## config.mk

```make
export PLATFORM = sky130hd
export DESIGN_NAME = hazard_history
export DESIGN_NICKNAME = d
export VERILOG_FILES = /design/src/rtl/hazard_history.sv
export SDC_FILE = /design/constraint.sdc
export NUM_CORES = 1
export LEC_CHECK = 0
export CORE_MARGIN = 2
export CORE_UTILIZATION = 37
export DETAILED_ROUTE_END_ITERATION = 12
export PLACE_DENSITY = 0.85
export SYNTH_ARGS = -nofsm -noshare
export SYNTH_HDL_FRONTEND = slang
export SYNTH_SLANG_ARGS = --single-unit
```

## constraint.sdc

```tcl
create_clock -name clk -period 3.4 [get_ports clk]
set_clock_uncertainty 0.15 [all_clocks]
set_input_delay 0.34 -clock clk [delete_from_list [all_inputs] [get_ports clk]]
set_output_delay 0.34 -clock clk [all_outputs]
set_load 0.05 [all_outputs]
```

## src/rtl/hazard_history.sv

```systemverilog
// Destination-register history for EX/MEM/WB (prev1..prev3), load-use bubble
// insertion, decode hold and stall watchdog. Optional counters: HAZARD_PERF_COUNTER_EN.
module hazard_history #(
  parameter int STALL_LIMIT = 2,
  parameter int CNT_W       = 32
) (
  input  logic             clk,
  input  logic             rst_n,
  input  logic             id_valid,
  input  logic             id_reg_write,
  input  logic [4:0]       id_rd_addr,
  input  logic             id_mem_read,
  input  logic             skip_instr,
  input  logic             stall_in,
  input  logic             flush,
  output logic             prev1_write,
  output logic             prev2_write,
  output logic             prev3_write,
  output logic [4:0]       prev1_write_addr,
  output logic [4:0]       prev2_write_addr,
  output logic [4:0]       prev3_write_addr,
  output logic             prev1_mem,
  output logic             prev2_mem,
  output logic             prev3_mem,
  output logic             id_stall,
  output logic             issue,
  output logic             stall_err,
  output logic [CNT_W-1:0] bubble_count,
  output logic [CNT_W-1:0] flush_count
);

  typedef struct packed {
    logic       write;
    logic [4:0] addr;
    logic       mem;
  } entry_t;

  localparam int WD_W = $clog2(STALL_LIMIT + 1);
  localparam logic [WD_W-1:0] WD_MAX = WD_W'(STALL_LIMIT);

  entry_t            incoming;
  entry_t            stage1, stage2, stage3;
  logic [WD_W-1:0]   wd_count;
  logic [WD_W-1:0]   wd_next;

  assign issue    = id_valid && !skip_instr && !flush && !stall_in;
  assign id_stall = skip_instr || stall_in;

  always_comb begin
    // NOTE: every combinational output gets a default first so no path can infer a latch.
    incoming = '0;
    if (issue) begin
      incoming.write = id_reg_write && (id_rd_addr != 5'd0);
      incoming.addr  = id_rd_addr;
      incoming.mem   = id_reg_write && id_mem_read;
    end
  end

  // Watchdog only moves on unfrozen cycles; it saturates at the limit so it never wraps.
  always_comb begin
    wd_next = wd_count;
    if (!stall_in) begin
      if (!skip_instr)
        wd_next = '0;
      else if (wd_count != WD_MAX)
        wd_next = wd_count + WD_W'(1);
    end
  end

  always_ff @(posedge clk or negedge rst_n) begin
    // NOTE: sequential state uses non-blocking assignments so stages shift on old values.
    if (!rst_n) begin
      stage1    <= '0;
      stage2    <= '0;
      stage3    <= '0;
      wd_count  <= '0;
      stall_err <= 1'b0;
    end else begin
      if (!stall_in) begin
        stage3 <= stage2;
        stage2 <= stage1;
        stage1 <= incoming;
      end
      wd_count <= wd_next;
      if (wd_next == WD_MAX)
        stall_err <= 1'b1;
    end
  end

  assign prev1_write      = stage1.write;
  assign prev1_write_addr = stage1.addr;
  assign prev1_mem        = stage1.mem;
  assign prev2_write      = stage2.write;
  assign prev2_write_addr = stage2.addr;
  assign prev2_mem        = stage2.mem;
  assign prev3_write      = stage3.write;
  assign prev3_write_addr = stage3.addr;
  assign prev3_mem        = stage3.mem;

`ifdef HAZARD_PERF_COUNTER_EN
  // A simultaneous flush and skip is accounted as a flush only.
  always_ff @(posedge clk or negedge rst_n) begin
    if (!rst_n) begin
      bubble_count <= '0;
      flush_count  <= '0;
    end else if (!stall_in) begin
      if (skip_instr && !flush && (bubble_count != '1))
        bubble_count <= bubble_count + CNT_W'(1);
      if (flush && (flush_count != '1))
        flush_count <= flush_count + CNT_W'(1);
    end
  end
`else
  assign bubble_count = '0;
  assign flush_count  = '0;
`endif

endmodule

```

### Yosys cells after proc, flatten, opt, wreduce, memory -nomap -nowiden

Index checks and enable logic that the tools add are counted.

| word-level totals | value |
|---|---|
| flip-flop bits (word level) | 24 |
| input bits | 13 |
| output and inout bits | 88 |
| word-level logic and storage cells | 28 |

| cells by class | value |
|---|---|
| $add $sub $neg | 1 |
| eq/ne operators | 2 |
| mux-type cells | 4 |
| reductions and logical operators | 10 |

Operator list:

| kind | number |
|---|---|
| 7-bit 2-to-1 mux | 1 |
| 2-bit 2-to-1 mux | 3 |
| 1-bit logical AND | 5 |
| 5-bit nonzero test | 1 |
| 1-bit zero test | 3 |
| 2-bit by 1-bit adder with 2-bit output (second input constant) | 1 |
| 2-bit == test (second input constant) | 1 |
| 2-bit inequality test (second input constant) | 1 |
| 1-bit logical OR | 1 |

### Logic depth before layout (Yosys ltp)

| depth | value |
|---|---|
| depth in word-level cells | 5 |
| mapped depth | 4 |
| mapped depth without buffers | 4 |

### Worst setup path before layout

OpenSTA, ideal clock, no wires.

| timing path | value |
|---|---|
| path kind | input -> output |
| start point | input stall_in |
| end point | output issue |
| data arrival time | 1.382 ns |
| path slack | 1.528 ns |
| stages on the path | 3 |
| path through | buf_6 > or2_4 > nor3b_4 |

| on the way | value |
|---|---|
| cells in the longest elaborated chain, start to end | 2 |

Ends and longest elaborated chain:

| item | RTL line | RTL |
|---|---|---|
| from (decl) | 14 | `input logic stall_in,` |
| 1-bit zero test | - |  |
| 1-bit logical AND | 46 | `assign issue = id_valid && !skip_instr && !flush && !stall_in;` |
| to (decl) | 26 | `output logic issue,` |

Every way passes these cells.

### Worst setup path after layout

| timing path | value |
|---|---|
| start point | input stall_in |
| end point | output id_stall |

| on the way | value |
|---|---|
| cells in the longest elaborated chain, start to end | 1 |

Ends and longest elaborated chain:

| item | RTL line | RTL |
|---|---|---|
| 1-bit logical OR | 47 | `assign id_stall = skip_instr \|\| stall_in;` |
| to (decl) | 25 | `output logic id_stall,` |

Every way passes these cells.

==> results.sh <==
export IMPL_antenna_found_initial=0
export IMPL_fin_util_pct=44.7
export IMPL_netlist_area_um2=1420
export IMPL_dieArea_um2=4350
export IMPL_hold_viol=0
export IMPL_overflow=0
export IMPL_period_share_pct=66.0
export IMPL_tightest_slew_ns=1.04
export IMPL_wl_per_cell_um=10.1
export IMPL_dr_first_iter_drc_count=71
export IMPL_numCtsBuffers=3
export IMPL_cp_max_fo=2
export IMPL_startpoint_type="input pin"
export IMPL_drc_errors=0
export IMPL_wl_um=2130
export IMPL_netlist_instances=126
export IMPL_antenna_cells=0
export IMPL_fill_cells=391
export IMPL_layout_drive_gt1_share_pct=13.5
export IMPL_crit_type="input pin to primary output"
export IMPL_cts_setup_buffers=0
export IMPL_vdd_drop_max_v=0.000133
export IMPL_viasPerCell=3.75
export IMPL_start_util_pct=38.5
export IMPL_setup_viol_count_final=0
export IMPL_rsz0062_at_grt="false"
export IMPL_ctsLongestPathBuffers=2
export IMPL_boundaryPins=101
export IMPL_port_buffer_count=36
export IMPL_multiInputGateArea_um2=544
export IMPL_grt_usage_pct=9.36
export IMPL_yosys_warnings=0
export IMPL_ant_nets=0
export IMPL_max_cap_violations=0
export IMPL_maxSlewViolCount=0
export IMPL_rows=22
export IMPL_grt_pass1_vias=674
export IMPL_syn_to_final_growth_pct=16.0
export IMPL_layout_nets=178
export IMPL_routed_wl_met2_um=1140
export IMPL_gp_congestion=0.671
export IMPL_cp_end_kind="primary output"
export IMPL_ys_seq_area_share_pct=42.3
export IMPL_die_h_um=66.0
export IMPL_fin_crit_ns=2.24
export IMPL_fmax_ghz=0.446
export IMPL_yosysUniqueCellTypes=18
export IMPL_slew_headroom_pct=30.7
export IMPL_p_leak_nw=0.841
export IMPL_die_w_um=66.0
export IMPL_grt_max_degree=25
export IMPL_postCtsResizedCells=0
export IMPL_clk_latency_ns=0.25
export IMPL_ctsHoldBuffers=0
export IMPL_clk_pin_slew_ns=0.08
export IMPL_avgSynthCellArea_um2=11.3
export IMPL_cts_sinks=24
export IMPL_arrival_ns=1.75
export IMPL_status="completed"
export IMPL_grt_pass1_wl_um=3040
export IMPL_required_ns=2.91
export IMPL_min_path_type="flop to flop"
export IMPL_dp_hpwl_um=1720
export IMPL_synth_seq_cells=24
export IMPL_htree_levels=1
export IMPL_drt_first_pass_iters=2
export IMPL_cts_tree="yes"
export IMPL_power_density_nw_per_um2=468
export IMPL_vias=791
export IMPL_ff_latch_area_um2=601
export IMPL_top_layer_used="met4"
export IMPL_setup_tns_ns=0
export IMPL_placeableCoreArea_um2=3690
export IMPL_dr_wl_met3_um=180
export IMPL_wl_met1_um=778
export IMPL_cts_root_buf="clkbuf_8"
==> Yosys cell counts <==
library cell  instances  area [um2]
nor2b_1               1        6.26
nand2_1               1        3.75
dfrtp_1              24         601
nor3_1                1        5.00
a32o_1                2        20.0
mux2_2               14         158
buf_4                64         480
nor3b_4               1        18.8
nor2_1                1        3.75
buf_2                 2        10.0
a21o_1                1        7.51
conb_1                1        3.75
a22o_1                6        52.6
ha_1                  1        12.5
buf_6                 1        11.3
a22oi_1               1        7.51
or2_4                 1        8.76
inv_1                 3        11.3
==> registers in the layout, summed over array words and instances, names as in the netlist <==
| name | cells |
|---|---|
| prev2_write_addr | 5 |
| prev3_write_addr | 5 |
| prev3_write | 1 |
| prev1_mem | 1 |
| prev1_write_addr | 5 |
| prev1_write | 1 |
| stall_err | 1 |
| wd_count | 2 |
| prev2_write | 1 |
| prev2_mem | 1 |
| prev3_mem | 1 |
==> cell usage in the layout, fill, tap and decap left out <==
cell type         n
or2_4             1
inv_1             3
nor2b_1           1
nor3b_4           1
buf_12            1
conb_1           64
a21o_1            1
clkdlybuf4s50_1  35
nand2_1           1
nor3_1            1
a22o_1            6
a22oi_1           1
a32o_1            2
clkbuf_8          4
buf_4             1
dfrtp_1          24
mux2_2           14
ha_1              1
nor2_1            1
==> final timing paths <==
check                                 start             endpoint  slack (ns)  cells past startpoint
worst max-delay path               stall_in             id_stall        1.16                      3
worst min-delay path              stall_err            stall_err        0.33                      1
worst max register to register  wd_count[0]            stall_err        2.11                      4
worst min register to register    stall_err            stall_err        0.33                      1
max in group asynchronous             rst_n  prev1_write_addr[3]        1.98                      1
min in group asynchronous             rst_n          prev2_write        0.50                      1
==> layout make-up <==
type	instances	area share, %
sequential	24	36.4
timing repair buffer	37	22.9
tap	48	3.64
multi-input combinational	95	33.0
inverter	3	0.683
clock buffer	4	3.34
==> critical path, stage by stage <==
cell and delay, ns:
clkdlybuf4s50_1 0.48, or2_4 0.13, clkdlybuf4s50_1 0.80
==> report_power, final <==
part | switching [mW] | internal [mW]
sequential | 0.00902 | 0.301
combinational | 0.227 | 0.0515
clock | 0.0814 | 0.103
total | 0.317 | 0.455
==> routing by layer <==
layer	up-vias	global-route usage [%]
met1	372	10.6
li1	361	-
met2	56	17.3
met4	0	3.83
met3	2	1.53
met5	-	0
==> cells by family after synthesis <==
family	synth area share, %
mux	11.1
other cells	0.264
flops	42.3
simple gates	3.26
fa+ha+maj	0.880
compound gates	6.16
buf+inv	36.1
==> stage by stage <==
step / std cells / cell area, um2 / total power, mW / hold slack, ns / setup slack, ns
floorplan: 189 / 1660 / 0.600 / -0.106 / 1.53
global placement: 207 / 1590 / 0.590 / 0.296 / 1.17
detailed placement: 207 / 1590 / 0.594 / 0.305 / 1.16
CTS: 211 / 1650 / 0.779 / 0.329 / 1.15
global route: 211 / 1650 / 0.807 / 0.339 / 1.11
finish: 211 / 1650 / 0.772 / 0.325 / 1.16
(Power assumes the default switching activity.)
